`config.mk`:
```
export PLATFORM = sky130hd
export DESIGN_NAME = sel_arbiter
export DESIGN_NICKNAME = d
export VERILOG_FILES = /design/src/rtl/sel_arbiter.sv
export SDC_FILE = /design/constraint.sdc
export NUM_CORES = 1
export LEC_CHECK = 0
export ABC_AREA = 1
export CORE_UTILIZATION = 30
export DETAILED_ROUTE_END_ITERATION = 6
export GPL_ROUTABILITY_DRIVEN = 1
export HOLD_SLACK_MARGIN = 0.1
export PLACE_DENSITY = 0.6
export RECOVER_POWER = 50
export SLEW_MARGIN = 40
export SYNTH_ARGS = -nofsm -noshare
export SYNTH_HDL_FRONTEND = slang
export SYNTH_SLANG_ARGS = --single-unit
```
`constraint.sdc`:
```
create_clock -name clk -period 3.45 [get_ports clk]
set_clock_uncertainty 0.05 [all_clocks]
set_input_delay 0.5175 -clock clk [delete_from_list [all_inputs] [get_ports clk]]
set_output_delay 0.5175 -clock clk [all_outputs]
set_load 0.03 [all_outputs]
```
`src/rtl/sel_arbiter.sv`:
```
// sel_arbiter: registered two-requester round-robin arbiter that drives the
// select line of the 2:1 source mux directly downstream.
//
// Sel only moves on the edge that leaves IDLE/GAP for a grant state, so the
// mux never switches while either grant is high. Every release passes
// through exactly one GAP cycle before the next grant.
//
// Parameters:
//   HOLD_MAX  maximum grant length in cycles before forced release (0 = none)
//   CNT_W     hold counter width, 2**CNT_W must exceed HOLD_MAX
//
// Ports:
//   clk      system clock, rising edge
//   rst      synchronous active-high reset
//   ReqA     level request from source A
//   ReqB     level request from source B
//   Done     owner-finished pulse, only looked at while a grant is active
//   Sel      registered mux select (0 = A, 1 = B)
//   GntA     registered grant to A
//   GntB     registered grant to B
//   Busy     GntA | GntB
//   Timeout  one-cycle pulse in GAP after a release caused only by HOLD_MAX
module sel_arbiter #(
    parameter int unsigned HOLD_MAX = 16,
    parameter int unsigned CNT_W    = 5
) (
    input  logic clk,
    input  logic rst,
    input  logic ReqA,
    input  logic ReqB,
    input  logic Done,
    output logic Sel,
    output logic GntA,
    output logic GntB,
    output logic Busy,
    output logic Timeout
);

    localparam int unsigned       HoldLimInt = (HOLD_MAX == 0) ? 0 : HOLD_MAX - 1;
    localparam logic [CNT_W-1:0]  HoldLim    = CNT_W'(HoldLimInt);
    localparam logic              TimerOn    = (HOLD_MAX != 0);

    typedef enum logic [1:0] {
        StIdle,
        StGrantA,
        StGrantB,
        StGap
    } state_e;

    state_e             state_q, state_d;
    logic               sel_q, sel_d;
    logic               last_b_q, last_b_d;  // 1: B was served most recently
    logic [CNT_W-1:0]   cnt_q, cnt_d;
    logic               timeout_q, timeout_d;

    logic               owner_req;
    logic               hold_hit;

    always_comb begin
        state_d   = state_q;
        sel_d     = sel_q;
        last_b_d  = last_b_q;
        cnt_d     = cnt_q;
        timeout_d = 1'b0;

        owner_req = (state_q == StGrantA) ? ReqA : ReqB;
        hold_hit  = TimerOn && (cnt_q == HoldLim);

        unique case (state_q)
            StIdle, StGap: begin
                // On a tie, last_b_q picks the source that was not served last.
                if (ReqA && (!ReqB || last_b_q)) begin
                    state_d  = StGrantA;
                    sel_d    = 1'b0;
                    last_b_d = 1'b0;
                    cnt_d    = '0;
                end else if (ReqB) begin
                    state_d  = StGrantB;
                    sel_d    = 1'b1;
                    last_b_d = 1'b1;
                    cnt_d    = '0;
                end else begin
                    state_d  = StIdle;
                end
            end
            StGrantA, StGrantB: begin
                if (Done || !owner_req || hold_hit) begin
                    state_d   = StGap;
                    // Only flag the timeout when nothing else ended the grant.
                    timeout_d = hold_hit && !Done && owner_req;
                end else if (TimerOn && (cnt_q != HoldLim)) begin
                    cnt_d = cnt_q + 1'b1;
                end
            end
            default: begin
                state_d = StIdle;
            end
        endcase
    end

    always_ff @(posedge clk) begin
        if (rst) begin
            state_q   <= StIdle;
            sel_q     <= 1'b0;
            last_b_q  <= 1'b1;
            cnt_q     <= '0;
            timeout_q <= 1'b0;
        end else begin
            state_q   <= state_d;
            sel_q     <= sel_d;
            last_b_q  <= last_b_d;
            cnt_q     <= cnt_d;
            timeout_q <= timeout_d;
        end
    end

    assign GntA    = (state_q == StGrantA);
    assign GntB    = (state_q == StGrantB);
    assign Busy    = GntA | GntB;
    assign Sel     = sel_q;
    assign Timeout = timeout_q;

endmodule
```
; ---- Yosys cells after proc, flatten, opt, wreduce, memory -nomap -nowiden
; Index checks and enable logic that the tools add are counted.
[word_totals]
memories = 0
out_inout_bits = 5
ram_bits = 0
romBits = 0
regBits = 10
latchBits = 0
wordCells = 46
[classes]
eq_ne = 9
n_bitwise = 3
addsub = 1
div_mod_pow = 0
n_lt_le_gt_ge = 0
shifts = 0
reduce_logical = 16
n_mux = 12
mul = 0
[ops]
columns = op, n
row1 = $mux W5, 4
row2 = $pmux W5 S2, 1
row3 = $mux W2, 3
row4 = $ne A2 B2 Y1 const B, 3
row5 = $add A5 B1 Y5 const B, 1
row6 = $eq A5 B4 Y1 const B, 1
row7 = $ne A5 B4 Y1 const B, 1
row8 = $eq A2 B2 Y1 const B, 2
row9 = $pmux W2 S2, 1
row10 = $reduce_or A2 Y1, 2
row11 = $logic_and A1 B1 Y1, 3
row12 = $logic_not A1 Y1, 3
row13 = $logic_or A1 B1 Y1, 3
row14 = $mux W1, 3
row15 = $ne A3 B3 Y1 const B, 1
row16 = $reduce_and A3 Y1, 1
row17 = $reduce_or A3 Y1, 1
row18 = $eq A2 B1 Y1 const B, 1
row19 = $logic_not A2 Y1, 1
row20 = $not A1 Y1, 2
row21 = $reduce_and A2 Y1, 1
row22 = $reduce_bool A2 Y1, 1
row23 = $or A1 B1 Y1, 1

; ---- Logic depth before layout (Yosys ltp)
[logic_depth]
word_depth = 7
ltp_mapped = 10
depth_no_buf = 10

; ---- Worst setup path before layout
; No wires, ideal clock.
[synth_path]
path_type = reg2out
start = reg state_q[0]
end = out Busy
path_slack_ps = 1895
path_buffers = 0
path_stages_with_launch = 4
t_required_ps = 2882
arrival_time_ps = 988
cell_sequence = dfxtp_1 inv_1 ha_1 inv_1
[synth_via]
elab_chain_cells = 2
elab_cells_between_ends = 3
[synth_lines]
columns = element, line
row1 = from (decl), 50  ; state_e state_q, state_d;
row2 = from (signal assigned), 103  ; state_q <= StIdle;
row3 = from (signal assigned), 109  ; state_q <= state_d;
row4 = $eq A2 B1 Y1 or $eq A2 B2 Y1 (tied branches), "117, 118"
row5 = $or A1 B1 Y1 (*), 119  ; assign Busy = GntA | GntB;
row6 = to (decl), 35  ; output logic Busy,
; Every way passes the cells marked *; elsewhere a longest branch is shown, timed or not.

; ---- Worst setup path in the final report
; Ends and elaborated chain as after synthesis.

==> impl_metrics.tcl <==
set metrics [dict create \
    cts_max_level 1 \
    stdcell_count 113 \
    placedCellCount 109 \
    die_h_um 45.0 \
    grt_pass1_wl_um 1840 \
    dieArea_um2 2030 \
    path_cells "inv_1, ha_1, inv_1, clkdlybuf4s50_1" \
    grtUsageTotal 0.131 \
    worstSkewPairLatency_ns 0.28 \
    setup_tns_ns 0 \
    synth_edf_count 0 \
    die_w_um 45.0 \
    cp-end-kind "primary output" \
    yosys.area.top_type "dfxtp_1" \
    cts_tree "done" \
    cellPowerDensity_nw_per_um2 583 \
    crit_family "buffers and inverters" \
    path_buf_inv 3 \
    critical_path_class "register to primary output" \
    clkTransAtPathRegs_ns 0.07 \
    worst_pin_slew_ns 0.661 \
    grt_pass1_vias 448 \
    dp_hpwl_um 858 \
    critPathLaunch "state_q[0]" \
    place.gp.congestion 0.760 \
    syn_inst 76 \
    numCtsBuffers 3 \
    r2r_start "cnt_q[0]" \
    grt_max_degree 9 \
    io_pins 10 \
    p_leak_nw 0.310 \
    cts-hold-fix-buffers 0 \
    post_cts_buffers 0 \
    antenna_left 0 \
    avgSynthCellArea_um2 7.31 \
    clock_sinks 10 \
    async_flop_share 0 \
    nNetsFinal 98 \
    antenna_found_initial 0 \
    finalCriticalPeriod_ns 2.46 \
    io_buffers 9 \
    slew_headroom 0.555 \
    synth_top_area_frac 0.360 \
    synth_nets 85 \
    critPathCapture "Busy" \
    timing_hold_violations_final 0 \
    worstPathRequired_ns 2.88 \
    dr.pass1.iters 4 \
    setup_violations 0 \
    wire_per_inst_um 9.85 \
    drive_above_1_share 0.136 \
    drt-initial-drc-count 9 \
    worst_path_most_repeated_cell "inv_1" \
    cts_resized 0 \
    viasPerCell 4.54 \
    max_stage_delay_ns 0.68 \
    yosysWarnings 0 \
    yosysSeqAreaShare 0.360 \
    synth_common_cells "inv_1 (15), nand2_1 (15), dfxtp_1 (10)" \
    reg2regPathDepth 10 \
    rsz0062_at_grt "no" \
    maxSlewViolCount 0 \
    hp-class "register to register" \
    area_growth_pct 25.7 \
    dr_total_vias 513 \
    cp-start-kind "register" \
    num_rows 15 \
    antennaDiodeCount 0 \
    synth_area_leaders "dfxtp_1 (36%), inv_1 (10%), nand2_1 (10%)" \
    drc_errors 0 \
    drv_cap 0 \
    drt-total-wl_um 1110 \
    synth_cell_types 18 \
    worst_ep_arrival_time_ns 1.89 \
    r2r_slack_ns 1.80 \
    design_area_um2 698 \
    start_util 0.322 \
    synth-seq-cells 10 \
    slowest_stage "clkdlybuf4s50_1" \
    cts_buffer_depth 2 \
    worstReg2RegEnd "cnt_q[4]" \
    cts-root-buf "clkbuf_4" \
    status "finished, final reports clean" \
    core_um2 1730 \
    grt-ovfl-total 0 \
    placed_area_um2 672 \
    worst-path-stages 4 \
    min_period_over_period 0.713 \
    netlist_area_um2 556 \
    peakVddDrop_mv 0.262 \
    crit_fanout 7 \
    synthFlopType "dfxtp_1" \
    max_freq_ghz 0.406 \
]
-- metal layers --
metal	routed length (um)	vias to the layer above	GRT usage	share of wire
li1	-	264	-	-
met1	532	235	0.159	0.48
met2	505	10	0.188	0.45
met3	47	4	0.0400	0.042
met4	27	0	0.109	0.024
met5	0	-	0	0
-- cell type report --
type / instances / area [um^2]
clock buffer: 4 / 36.3
fill: 191 / 1030
inverter: 16 / 60.1
multi-input combinational: 49 / 280
sequential: 10 / 200
tap: 25 / 31.3
timing repair buffer: 9 / 90.1
-- sequential cells by signal, summed over array words and instances (netlist names) --
name      count
cnt_q         5
state_q       2
Sel           1
Timeout       1
last_b_q      1
-- placed cells by master (no fill, tap or decap) --
| master | n |
|---|---|
| a21oi_1 | 6 |
| clkbuf_8 | 1 |
| nand3_1 | 7 |
| o21ai_1 | 1 |
| nand2_1 | 16 |
| nor2_1 | 2 |
| dlygate4sd3_1 | 2 |
| nand3_4 | 1 |
| inv_2 | 1 |
| nand4_1 | 2 |
| clkdlybuf4s50_1 | 7 |
| inv_1 | 15 |
| o21ai_0 | 3 |
| nand2_2 | 3 |
| nor2_2 | 1 |
| clkbuf_4 | 3 |
| nor3_1 | 1 |
| dfxtp_1 | 10 |
| a21oi_2 | 2 |
| ha_1 | 4 |
-- cell families (layout without fill, tap and decap cells) --
family	after synthesis	count (layout)	share of synthesized area
AND/OR/NAND/NOR	33	33	0.297
buffers and inverters	17	29	0.117
AO/OA/AOI/OAI	12	12	0.135
flip-flops	10	10	0.360
adder cells (fa/ha/maj)	4	4	0.0901
-- how the worst min path moves through the flow --
| stage | slack [ns] | to | from | cells past startpoint |
|---|---|---|---|---|
| detailed placement | 0.42 | Sel | Sel | 2 |
| finish | 0.42 | last_b_q | last_b_q | 2 |
| CTS | 0.43 | Sel | Sel | 2 |
| global placement | 0.41 | cnt_q[4] | cnt_q[4] | 2 |
| floorplan | 0.39 | cnt_q[4] | cnt_q[4] | 2 |
| global route | 0.44 | cnt_q[4] | cnt_q[4] | 2 |
-- per-stage QoR --
stage | setup WS [ns] | util | power, mW | hold WS [ns]
5_1_grt | 0.905 | 0.404 | 0.430 | 0.442
4_1_cts | 0.971 | 0.410 | 0.417 | 0.428
2_1_floorplan | 1.89 | - | 0.256 | 0.392
3_5_place_dp | 1.29 | 0.389 | 0.305 | 0.416
6_report | 0.989 | 0.404 | 0.407 | 0.423
3_3_place_gp | 1.33 | 0.389 | 0.301 | 0.405
-- report_power, final --
group          switching (mW)  leakage, nW  internal [mW]
Combinational           0.101        0.208         0.0556
Sequential            0.00967       0.0817          0.129
Clock                  0.0472       0.0210         0.0642
-- worst register-to-register path, stage by stage (launching register included) --
cell	delay, ns
dfxtp_1	0.40
ha_1	0.20
inv_1	0.06
nor3_1	0.16
ha_1	0.23
nor2_2	0.07
nand3_4	0.13
nand2_2	0.08
inv_1	0.10
nand3_1	0.07
nand2_1	0.06
Power figures use the tool's default switching activity.
